$ cat src/rtl/alu_seg_scan.sv
// alu_seg_scan: registered 2-operand ALU whose result is shown in hex on a
// time-multiplexed 7-segment display. A free-running prescaler steps the digit
// index; seg/an are registered from the current index and result register.
module alu_seg_scan #(
   parameter int unsigned N        = 8,
   parameter int unsigned DIGITS   = 2,
   parameter int unsigned SCAN_DIV = 1000
) (
   input  logic              clk,
   input  logic              rst,
   input  logic [N-1:0]      A,
   input  logic [N-1:0]      B,
   input  logic [1:0]        OP,
   input  logic              LOAD,
   input  logic              EN,
   input  logic              BLANK,
   output logic [6:0]        seg,
   output logic [DIGITS-1:0] an,
   output logic [N-1:0]      result,
   output logic              flag
);

   localparam int unsigned PW = (SCAN_DIV > 1) ? $clog2(SCAN_DIV) : 1;
   localparam int unsigned IW = (DIGITS > 1) ? $clog2(DIGITS) : 1;
   localparam int unsigned NW = 4 * DIGITS;

   typedef enum logic [1:0] {
      OpAdd = 2'b00,
      OpSub = 2'b01,
      OpAnd = 2'b10,
      OpOr  = 2'b11
   } op_e;

   // Hex digit to segments, bit6 = a ... bit0 = g, active-high.
   function automatic logic [6:0] hex7(input logic [3:0] nib);
      logic [6:0] s;
      unique case (nib)
         4'h0:    s = 7'b1111110;
         4'h1:    s = 7'b0110000;
         4'h2:    s = 7'b1101101;
         4'h3:    s = 7'b1111001;
         4'h4:    s = 7'b0110011;
         4'h5:    s = 7'b1011011;
         4'h6:    s = 7'b1011111;
         4'h7:    s = 7'b1110000;
         4'h8:    s = 7'b1111111;
         4'h9:    s = 7'b1111011;
         4'hA:    s = 7'b1110111;
         4'hB:    s = 7'b0011111;
         4'hC:    s = 7'b1001110;
         4'hD:    s = 7'b0111101;
         4'hE:    s = 7'b1001111;
         default: s = 7'b1000111;
      endcase
      return s;
   endfunction

   logic [N-1:0]      result_q, result_d;
   logic              flag_q, flag_d;
   logic [6:0]        seg_q, seg_d;
   logic [DIGITS-1:0] an_q, an_d;
   logic [PW-1:0]     cnt_q, cnt_d;
   logic [IW-1:0]     idx_q, idx_d;

   logic [N:0]        sum_ext;
   logic [N:0]        diff_ext;
   logic [N-1:0]      alu_res;
   logic              alu_flag;
   logic              wrap;
   logic [NW-1:0]     res_pad;
   logic [3:0]        nibble;
   logic              upper_nz;
   logic              blank;

   // One extra bit holds carry (add) or borrow (sub, set iff A < B unsigned).
   assign sum_ext  = {1'b0, A} + {1'b0, B};
   assign diff_ext = {1'b0, A} - {1'b0, B};

   // ALU operation select and capture on LOAD.
   always_comb begin
      alu_res  = '0;
      alu_flag = 1'b0;
      unique case (op_e'(OP))
         OpAdd: begin
            alu_res  = sum_ext[N-1:0];
            alu_flag = sum_ext[N];
         end
         OpSub: begin
            alu_res  = diff_ext[N-1:0];
            alu_flag = diff_ext[N];
         end
         OpAnd: alu_res = A & B;
         default: alu_res = A | B;
      endcase
      result_d = LOAD ? alu_res : result_q;
      flag_d   = LOAD ? alu_flag : flag_q;
   end

   // Prescaler wraps at SCAN_DIV-1; the wrapping edge steps the digit index.
   always_comb begin
      wrap  = (cnt_q == PW'(SCAN_DIV - 1));
      cnt_d = wrap ? '0 : cnt_q + PW'(1);
      idx_d = idx_q;
      if (wrap) begin
         idx_d = (idx_q == IW'(DIGITS - 1)) ? '0 : idx_q + IW'(1);
      end
   end

   // Digit decode: select nibble, apply leading-zero blanking, gate with EN.
   always_comb begin
      res_pad        = '0;
      res_pad[N-1:0] = result_q;
      nibble         = 4'h0;
      upper_nz       = 1'b0;
      for (int i = 0; i < DIGITS; i++) begin
         if (IW'(i) == idx_q) begin
            nibble = res_pad[4*i +: 4];
         end
         // Any non-zero nibble at or above the current digit keeps it visible.
         if ((IW'(i) >= idx_q) && (res_pad[4*i +: 4] != 4'h0)) begin
            upper_nz = 1'b1;
         end
      end
      blank = BLANK && (idx_q != '0) && !upper_nz;
      seg_d = '0;
      an_d  = '0;
      if (EN) begin
         an_d  = DIGITS'(1) << idx_q;
         seg_d = blank ? 7'b0000000 : hex7(nibble);
      end
   end

   // State registers with synchronous reset overriding LOAD and EN.
   always_ff @(posedge clk) begin
      if (rst) begin
         result_q <= '0;
         flag_q   <= 1'b0;
         seg_q    <= '0;
         an_q     <= '0;
         cnt_q    <= '0;
         idx_q    <= '0;
      end else begin
         result_q <= result_d;
         flag_q   <= flag_d;
         seg_q    <= seg_d;
         an_q     <= an_d;
         cnt_q    <= cnt_d;
         idx_q    <= idx_d;
      end
   end

   assign result = result_q;
   assign flag   = flag_q;
   assign seg    = seg_q;
   assign an     = an_q;

endmodule

$ cat config.mk
export PLATFORM = sky130hd
export DESIGN_NAME = alu_seg_scan
export DESIGN_NICKNAME = d
export VERILOG_FILES = /design/src/rtl/alu_seg_scan.sv
export SDC_FILE = /design/constraint.sdc
export NUM_CORES = 1
export LEC_CHECK = 0
export ABC_AREA = 0
export BUFFER_PORTS_ARGS = -buffer_cell sky130_fd_sc_hd__buf_2
export CAP_MARGIN = 20
export CORE_MARGIN = 4
export CORE_UTILIZATION = 25
export DETAILED_ROUTE_END_ITERATION = 10
export GPL_ROUTABILITY_DRIVEN = 0
export PLACE_DENSITY = 0.43
export SLEW_MARGIN = 40
export SYNTH_ARGS = -nofsm -noshare
export SYNTH_HDL_FRONTEND = slang
export SYNTH_SLANG_ARGS = --single-unit
$ cat constraint.sdc
create_clock -name clk -period 4.75 [get_ports clk]
set_input_delay 0.2375 -clock clk [delete_from_list [all_inputs] [get_ports clk]]
set_output_delay 0.2375 -clock clk [all_outputs]
set_load 0.005 [all_outputs]
==> key figures <==
Run status
  – Outcome: completed

CTS
  – CTS clk-pin slew, worst paths: 0.06 ns
  – Maximum clock path buffer count: 2
  – CTS HTree Levels: 2
  – Worst skew pair latency: 0.27 ns
  – Root buffer cell: clkbuf_8
  – Post-CTS Hold Buffers: 0
  – CTS Sinks: 29
  – Post-CTS Setup Bufs: 0
  – CTS tree: yes
  – Post-CTS Resized: 0
  – CTS Buf Count: 5

Global route
  – Largest net degree at the start of global routing: 22
  – Gr usage total: 10.7%
  – Vias in the first global route: 1989
  – First-pass GRT wire length: 9.89 mm
  – Initial antenna violation count: 0
  – Final global-route overflow total: 0

Worst setup path
  – R2r worst-path depth: 5
  – Crit-path max FO: 10
  – RR Endpoint: seg[6]
  – R2r startpoint: idx_q
  – Critical Path RT: 4.95 ns
  – Critical path endpoint category: flip-flop
  – CP arrival: 2.39 ns
  – Setup CP Type: flip-flop to flip-flop
  – R2r setup slk: 2.56 ns
  – Setup crit start kind: flip-flop

Finish
  – Final Cell Area: 2820 um2
  – Inserted Diodes: 0
  – Nets@finish: 385
  – Fraction of layout cells with a size suffix above 1: 18.9%
  – Syn-to-layout area delta: 15.9%
  – Filler-free cell count of the finished design: 457
  – Filler cells: 1027

Placed design
  – Worst slack at placement: 2.55 ns
  – Count of input and output buffers: 40
  – Cells after DPL: 450
  – Detailed placement HPWL: 4.69 mm
  – Placed Instance Area: 2730 um2

Timing
  – Final period util: 46.1%
  – Setup violators final: 0
  – Unrepaired setup endpoints after global routing: false
  – TNS Setup: 0 ns
  – Fin. max-slew vios: 0
  – FMAX: 456 MHz
  – Fin crit period: 2.19 ns
  – Final WS setup: 2.56 ns
  – Worst Skew: 0.00377 ns
  – Relative max-transition margin: 62.8%
  – Worst Tran Pin Value: 0.558 ns
  – Final Hold Fails: 0

Pwr
  – Peak supply drop: 78.3 uV
  – Leak: 0.00127 uW
  – Pwr/cell area: 235 nW/um2
  – Clock share of power: 30.7%
  – Internal Power: 453 uW
  – Total power: 662 uW
  – Flop pwr share: 41.0%
  – Sw frac: 31.6%
  – Sw Pwr: 209 uW
  – Gate power share: 28.3%

Die
  – Rows: 35
  – Core area: 9370 um2
  – Die H: 107 um
  – Die Wd: 107 um
  – Die ar.: 11400 um2
  – I/O pin total: 41
  – Initial core utilization: 26.0%

Hold path
  – Hold path start: EN
  – Worst Hold End: an[0]
  – HP Class: input pin to flip-flop
  – Hold path depth: 2

Detailed routing
  – Routed vias: 2123
  – 1st-iter DRT viols: 95
  – Vias per cell: 4.65
  – First-pass iteration count of the detailed router: 4
  – Drt drc: 0
  – Post-Route WL: 5.93 mm
  – DRT antenna net count: 0
  – Wirelength per Cell: 13.0 um

Logic synthesis
  – Syn Area/Cell: 8.36 um2
  – Leading post-synthesis cells by cell area: dfxtp_1, ha_1, a21oi_1
  – Synth cell count leaders: ha_1, dfxtp_1, inv_1, nor2_1, a21oi_1
  – Synthesized netlist net count: 348
  – Sequential area share after synthesis: 23.9%
  – Post-Syn Area: 2430 um2
  – #FFs+latches synth: 29
  – Synth Warn #: 0
  – Async set or reset register ratio after synthesis: 0%
  – Top-count cell post-synth: ha_1
  – Cells after Synth: 291
  – Post-synth EDFFs: 0
  – Synth top area share: 23.9%
  – Primary FF master, synth: dfxtp_1
  – Synth cell types: 54
  – Yosys top cell by area: dfxtp_1

Run
  – Max cap viols: 0
## cell families after synthesis
family | share of synthesized area, %
compound gates | 20.4
xor+xnor | 3.60
fa+ha+maj | 18.1
buf+inv | 6.84
flops | 23.9
mux | 7.20
simple gates | 20.0
## metrics by stage
stage | utilization [%] | hold WS, ns
after CTS | 30.1 | 0.255
after global routing | 30.1 | 0.262
after floorplan | - | 0.404
final | 30.1 | 0.265
after global placement | 29.2 | 0.432
after detailed placement | 29.2 | 0.430
## state kept, by name, summed over array words and instances (netlist names)
signal	count
an	2
cnt_q	10
flag	1
idx_q	1
result	8
seg	7
## cells in the final DEF (no fill, tap or decap), types with 6 or more instances in the layout
cell / synthesis / final
clkbuf_8: 0 / 6
nor3_1: 7 / 7
dfxtp_1: 29 / 29
nand3_1: 7 / 7
o21ai_0: 12 / 12
inv_1: 27 / 27
nand2_1: 19 / 19
a211oi_1: 10 / 10
nor2_1: 25 / 25
mux2i_1: 7 / 7
nand2b_1: 7 / 7
ha_1: 32 / 32
buf_2: 4 / 40
a21oi_1: 21 / 21
## power by group through the flow
stage               sequential, uW  combinational [uW]  clock (uW)
floorplan                      275                 132           0
global placement               277                 190           0
detailed placement             278                 187           0
CTS                            272                 188         213
global route                   274                 210         227
finish                         272                 187         203
## cell type report
class,count,area [um2],area share (%)
Multi-Input combinational cell,224,1690,59.8
Sequential cell,29,581,20.6
Inverter,28,105,3.73
Tap cell,129,161,5.73
Timing Repair Buffer,40,200,7.10
Clock buffer,7,86.3,3.06
## layer usage
metal | track usage, % | share of wire (%) | up-vias
met1 | 14.7 | 49 | 976
met2 | 17.1 | 46 | 40
met4 | 2.01 | 0.64 | 0
met3 | 2.77 | 4.0 | 5
met5 | 0 | 0 | -
li1 | - | - | 1102
## worst max-delay path by stage
stage                      from      to  slack [ns]  cells after the start
after floorplan           idx_q  seg[6]        3.00                      6
after global placement    idx_q  seg[6]        2.58                      5
after detailed placement  idx_q  seg[6]        2.55                      5
after CTS                 idx_q  seg[6]        2.54                      5
after global routing      idx_q  seg[0]        2.40                      6
final                     idx_q  seg[6]        2.56                      5
## critical path, cell delays in order (launching register included)
cell	delay, ns
dfxtp_1	0.67
mux2i_1	0.49
inv_1	0.16
ha_1	0.28
or3_1	0.37
a21oi_1	0.14
(Power assumes the default switching activity.)
